==> src/rtl/baud_pkg.sv <==
// Shared definitions for the baud-rate generator: rate table, divisor helper,
// select validity check and controller state encoding.
package baud_pkg;

  localparam int NUM_RATES = 10;
  localparam int SEL_W     = 4;

  // Indexed by rate code; entry 0 must stay the slowest rate (it sizes the counters).
  localparam int unsigned RATE_TABLE [NUM_RATES] = '{
    1200, 2400, 4800, 9600, 14400, 19200, 28800, 38400, 57600, 115200
  };

  typedef enum logic [1:0] {IDLE, RUN, STALL} baud_state_t;

  function automatic int unsigned baud_div(input int unsigned clk_hz,
                                           input int unsigned rate,
                                           input int unsigned ovs);
    return clk_hz / rate / ovs;
  endfunction

  function automatic logic sel_valid(input logic [SEL_W-1:0] sel);
    return int'(sel) < NUM_RATES;
  endfunction

endpackage

==> src/rtl/baud_tick_counter.sv <==
// Modulo-(last+1) up counter with synchronous clear, load and a terminal-count
// flag that is high on the enabled cycle in which the counter wraps.
module baud_tick_counter #(
  parameter int W = 8
) (
  input  logic         clk,
  input  logic         rst,
  input  logic         clr,
  input  logic         load,
  input  logic         en,
  input  logic [W-1:0] load_val,
  input  logic [W-1:0] last,
  output logic [W-1:0] count,
  output logic         tc
);

  assign tc = en && (count == last);

  always_ff @(posedge clk) begin
    if (rst || clr) begin
      count <= '0;
    end else if (load) begin
      count <= load_val;
    end else if (en) begin
      count <= tc ? '0 : count + 1'b1;
    end
  end

endmodule

==> src/rtl/baud_gen_param.sv <==
// Baud-rate generator: 50% baud clock, bit tick and (with BAUD_OVS_EN defined)
// an oversampling tick; without BAUD_OVS_EN a half-bit counter drives the same outputs.
module baud_gen_param
  import baud_pkg::*;
#(
  parameter int unsigned CLK_HZ = 14_745_600,
  parameter int unsigned OVS    = 16
) (
  input  logic             Clk,
  input  logic             Reset,
  input  logic             Enable,
  input  logic             Sync,
  input  logic [SEL_W-1:0] Baud_select,
  output logic             Clock_out,
  output logic             Bit_tick,
  output logic             Ovs_tick,
  output logic [SEL_W-1:0] Active_sel,
  output logic             Sel_err
);

  // The phase counter counts sub-periods per bit: OVS ticks, or two half-bits.
`ifdef BAUD_OVS_EN
  localparam int unsigned PH = OVS;
`else
  localparam int unsigned PH = 2;
`endif
  localparam int unsigned MAX_DIV = baud_div(CLK_HZ, RATE_TABLE[0], 1);
  localparam int CNT_W = $clog2(MAX_DIV);
  localparam int PH_W  = $clog2(PH);
  localparam logic [PH_W-1:0] PH_LAST = PH_W'(PH - 1);
  localparam logic [PH_W-1:0] PH_HALF = PH_W'(PH / 2 - 1);

  if (OVS < 2 || (OVS % 2) != 0) begin : g_bad_ovs
    $error("baud_gen_param: OVS must be even and at least 2");
  end

  for (genvar i = 0; i < NUM_RATES; i++) begin : g_check
    if ((CLK_HZ % RATE_TABLE[i]) != 0 || ((CLK_HZ / RATE_TABLE[i]) % PH) != 0) begin : g_bad
      $error("baud_gen_param: CLK_HZ does not divide evenly for rate code %0d", i);
    end
  end

  logic [CNT_W-1:0] inner_last_tbl [2**SEL_W];

  for (genvar i = 0; i < 2**SEL_W; i++) begin : g_tbl
    if (i < NUM_RATES) begin : g_rate
      assign inner_last_tbl[i] = CNT_W'(baud_div(CLK_HZ, RATE_TABLE[i], PH) - 1);
    end else begin : g_none
      assign inner_last_tbl[i] = '0;
    end
  end

  baud_state_t      state;
  logic [SEL_W-1:0] active_sel;
  logic             sel_err;
  logic             clock_out;
  logic             bit_tick;
  logic             sel_ok;
  logic             restart;
  logic             run;
  logic             sample;
  logic             inner_tc;
  logic             bit_term;
  logic             half_term;
  logic [CNT_W-1:0] inner_last;
  logic [CNT_W-1:0] inner_cnt_unused;
  logic [PH_W-1:0]  phase;

  assign sel_ok     = sel_valid(Baud_select);
  assign restart    = !Enable || (state != RUN) || Sync;
  assign run        = !restart;
  assign inner_last = inner_last_tbl[active_sel];
  assign half_term  = inner_tc && (phase == PH_HALF);
  // The select only moves at a bit boundary while running, so a period is never cut short.
  assign sample     = (state != RUN) || Sync || bit_term;

  baud_tick_counter #(.W(CNT_W)) u_ovs (
    .clk      (Clk),
    .rst      (Reset),
    .clr      (restart),
    .load     (1'b0),
    .en       (run),
    .load_val ('0),
    .last     (inner_last),
    .count    (inner_cnt_unused),
    .tc       (inner_tc)
  );

  baud_tick_counter #(.W(PH_W)) u_phase (
    .clk      (Clk),
    .rst      (Reset),
    .clr      (restart),
    .load     (1'b0),
    .en       (inner_tc),
    .load_val ('0),
    .last     (PH_LAST),
    .count    (phase),
    .tc       (bit_term)
  );

  always_ff @(posedge Clk) begin
    if (Reset) begin
      state      <= IDLE;
      active_sel <= '0;
      sel_err    <= 1'b0;
      clock_out  <= 1'b0;
      bit_tick   <= 1'b0;
    end else begin
      bit_tick <= 1'b0;
      if (sample) begin
        active_sel <= Baud_select;
        sel_err    <= !sel_ok;
      end
      if (!Enable) begin
        state     <= IDLE;
        clock_out <= 1'b0;
      end else if (restart) begin
        state     <= sel_ok ? RUN : STALL;
        clock_out <= 1'b0;
      end else if (bit_term) begin
        bit_tick  <= 1'b1;
        clock_out <= 1'b0;
        if (!sel_ok) state <= STALL;
      end else if (half_term) begin
        clock_out <= 1'b1;
      end
    end
  end

`ifdef BAUD_OVS_EN
  logic ovs_tick;

  always_ff @(posedge Clk) begin
    if (Reset) ovs_tick <= 1'b0;
    else       ovs_tick <= inner_tc;
  end

  assign Ovs_tick = ovs_tick;
`else
  assign Ovs_tick = 1'b0;
`endif

  assign Clock_out  = clock_out;
  assign Bit_tick   = bit_tick;
  assign Active_sel = active_sel;
  assign Sel_err    = sel_err;

endmodule

==> config.mk <==
export PLATFORM = sky130hd
export DESIGN_NAME = baud_gen_param
export DESIGN_NICKNAME = d
export VERILOG_FILES = /design/src/rtl/baud_pkg.sv /design/src/rtl/baud_tick_counter.sv /design/src/rtl/baud_gen_param.sv
export SDC_FILE = /design/constraint.sdc
export NUM_CORES = 1
export LEC_CHECK = 0
export CELL_PAD_IN_SITES_DETAIL_PLACEMENT = 0
export CELL_PAD_IN_SITES_GLOBAL_PLACEMENT = 1
export CORE_UTILIZATION = 30
export CTS_CLUSTER_DIAMETER = 40
export DETAILED_ROUTE_END_ITERATION = 10
export PLACE_DENSITY_LB_ADDON = 0.1
export SYNTH_ARGS = -nofsm -noshare
export SYNTH_HDL_FRONTEND = slang
export SYNTH_SLANG_ARGS = --single-unit
==> constraint.sdc <==
create_clock -name Clk -period 4.6 [get_ports Clk]
set_clock_uncertainty 0.2 [all_clocks]
set_input_delay 1.38 -clock Clk [delete_from_list [all_inputs] [get_ports Clk]]
set_output_delay 1.38 -clock Clk [all_outputs]
set_load 0.01 [all_outputs]
==> run metrics <==
Root Driver=clkbuf_8; proportion of synthesized chip area in sequential cells=36.33%; maximum single-stage delay on the critical path=0.54 ns; Worst Max-Slew Pin Slew=0.6392 ns; startpoint of the worst register-to-register path=Active_sel[1]$_SDFFE_PP0P_; max-slew headroom at the worst pin=57.30%; Clock Path Buffers=2; number of buffers created by CTS=3; count of maximum capacitance violations=0; Post-DP Area=0.001496 mm²; Clock transition at path regs=0.09 ns; DIE AREA=0.004678 mm²; total half-perimeter wirelength after legalization and detailed placement=2.118 mm; Placed Cells=218; endpoints failing setup=0; syn_nets=170; launch point of the worst path=Sync; Slew Viols, Final=0; number of global-route vias before repair=1020; kind of end point of the critical path=flop; top cells by area, synth=dfxtp_1 36%, nor2_1 6.2%, xor2_1 5.3%; I/O pin cnt=16; clock tree from TritonCTS=yes; critical path cell sequence=clkdlybuf4s50_1, nor3b_1, buf_4, a21boi_1, mux2_2; area leader, netlist=dfxtp_1; Vias per Instance=5.126; hold buffer count at CTS=0; GR Overflow Total=0; Cells after Synth=161; number of buffer cells added on primary ports=14; 1st-iter DRT viols=38; total wirelength of the detailed-routed design=2.864 mm; Residual DRC=0; cell area after layout=0.001568 mm²; count of distinct cell types in the synthesized netlist=45; total power divided by cell area=283.8 mW/mm²; run status=finished, final reports clean; hold violation total from the final report=0; Wirelength per Cell=12.90 µm; maximum fanout count along the critical path=7; final-layout setup total negative slack=0 ns; area delta synth->final=18.54%; category of the critical setup timing path=in -> reg; CTS H-tree lvls=1; Ant. Diodes=0; vias=1138; final total power=445.0 µW; clk_lat worst skew=0.26 ns; # clock sinks=24; setup repair after global routing missed its margin=false; post-synthesis instance area=0.001323 mm²; proportion of netlist area held by the largest area contributor=36.33%; first-pass GRT wire length=4.954 mm; leakage power summed over all cells=0.5241 nW; Period Utilization, post-route=67.41%; number of antenna violations at the first check in global routing=0; final core area utilization=38.10%; total routing usage reported by global routing=14.50%; post-route minimum period=3.101 ns; Cell Rows=23; Placer Congestion=0.7512; number of gates given a new drive strength after cts=0; count of state elements after synthesis=24; yosys warns=0; synthesized area per cell=8.214 µm²; top achievable clock speed=322.5 MHz; initial cell density of the core=32.14%; most common flop cell mapped by yosys=dfxtp_1; arrival time worst endpoint=3.06 ns; count of flip-flops with a built-in enable after synthesis=0; antenna viol nets, final=0; Horiz. Die Dim=68.40 µm; non-filler cells in the finished layout=222; element type at the critical path start=primary input; Die Y=68.40 µm; async set or reset register ratio after synthesis=0%; HP Class=reg -> reg; fraction of layout cells with a size suffix above 1=5.233%; worst ir drop on vdd=193.4 µV; number of post-CTS setup repair buffers=0; library cell contributing the largest single delay on the critical path=a21boi_1; Critical Path RT=4.56 ns; maximum number of pins on one net before global-route repair=16; Final nets=182; startpoint of the worst hold path=u_ovs.count[0]$_SDFFE_PP0N_; count of filler cells inserted in the layout=418; first-pass iteration count of the detailed router=4; core box area=0.004115 mm²
==> through the flow <==
step           hold slack, ns  worst slack [ns]
6_report               0.2739             1.499
2_1_floorplan          0.2330             1.640
5_1_grt                0.3019             1.394
3_5_place_dp           0.2623             1.216
4_1_cts                0.2834             1.504
3_3_place_gp           0.2520             1.265
==> power breakdown <==
group          switching (mW)  internal (mW)  leakage (nW)
logic                  0.0192         0.0238         0.294
clock network          0.0661          0.116        0.0357
registers             0.00844          0.211         0.195
==> cell type report <==
| cell class | instances | area (µm²) | share of cell area (%) |
|---|---|---|---|
| Multi-Input combinational cell | 124 | 787.0 | 50.20 |
| Sequential cell | 24 | 480.5 | 30.65 |
| Timing Repair Buffer | 15 | 147.6 | 9.417 |
| Tap cell | 50 | 62.56 | 3.990 |
| Clock buffer | 3 | 41.29 | 2.634 |
| Clock inverter | 1 | 30.03 | 1.915 |
| Inverter | 5 | 18.77 | 1.197 |
==> layer usage <==
metal / vias up / part of all wire [%] / wire [µm] / GRT usage (%)
li1: 589 / - / - / -
met1: 530 / 50 / 1441 / 20.16
met2: 17 / 45 / 1279 / 22.30
met3: 2 / 4.4 / 126 / 4.167
met4: 0 / 0.59 / 17 / 2.344
met5: - / 0 / 0 / 0
==> Yosys cell counts, types with 2 or more instances <==
cell / count
xor2_1: 8
nor3_1: 3
o21a_1: 3
nor2_1: 22
clkbuf_1: 4
nand2_1: 8
nand2b_1: 8
nor4bb_1: 2
or4_1: 2
nor2b_1: 4
mux2i_1: 4
buf_2: 2
nand3_1: 8
o21ai_0: 6
dfxtp_1: 24
and4_1: 3
a21oi_1: 5
nor4_1: 4
inv_1: 5
and2_1: 2
xnor2_1: 6
a31oi_1: 3
and3_1: 3
==> flip-flops by register name (all words and copies together), names as in the netlist <==
name and count:
Sel_err 1, Bit_tick 1, Active_sel 4, u_phase.count 1, state 2, Clock_out 1
u_ovs.count 14
==> worst max-delay path, delay by kind of cell <==
| family | cells | cell delay, ns |
|---|---|---|
| AND/OR/NAND/NOR | 1 | 0.17 |
| buffers and inverters | 2 | 0.56 |
| AO/OA/AOI/OAI | 1 | 0.54 |
| multiplexers | 1 | 0.40 |
==> cell families after synthesis <==
kind of cell | count (synthesis) | synth area share (%)
other | 1 | 0.2835
DFF | 24 | 36.33
adders and majority gates | 1 | 0.9459
buffers and inverters | 13 | 4.163
AOI/OAI and AO/OA | 27 | 13.62
and+or+nand+nor | 76 | 31.51
xor gates and xnor gates | 14 | 9.272
muxes | 5 | 3.879
==> placed cells by master (no fill, tap or decap), types with 2 or more instances in the layout <==
cell type / n
a21oi_1: 5
and2_1: 2
clkbuf_8: 3
xor2_1: 8
o21ai_0: 6
clkdlybuf4s50_1: 14
and4_1: 3
nor3_1: 3
inv_1: 5
o21a_1: 3
mux2i_1: 4
dfxtp_1: 24
nand2b_1: 8
nor4_1: 4
nor4bb_1: 2
or4_1: 2
nor2b_1: 4
and3_1: 3
nor2_1: 22
a31oi_1: 3
nand3_1: 8
xnor2_1: 6
nand2_1: 8
==> final timing paths <==
kind	to	slack [ns]	cells after the start
max reg2reg	u_ovs.count[8]$_SDFFE_PP0N_	1.83	6
min reg2reg	u_ovs.count[0]$_SDFFE_PP0N_	0.27	1
max	Sel_err$_SDFFE_PP0P_	1.50	5
min	u_ovs.count[0]$_SDFFE_PP0N_	0.27	1
Power figures use the tool's default switching activity.
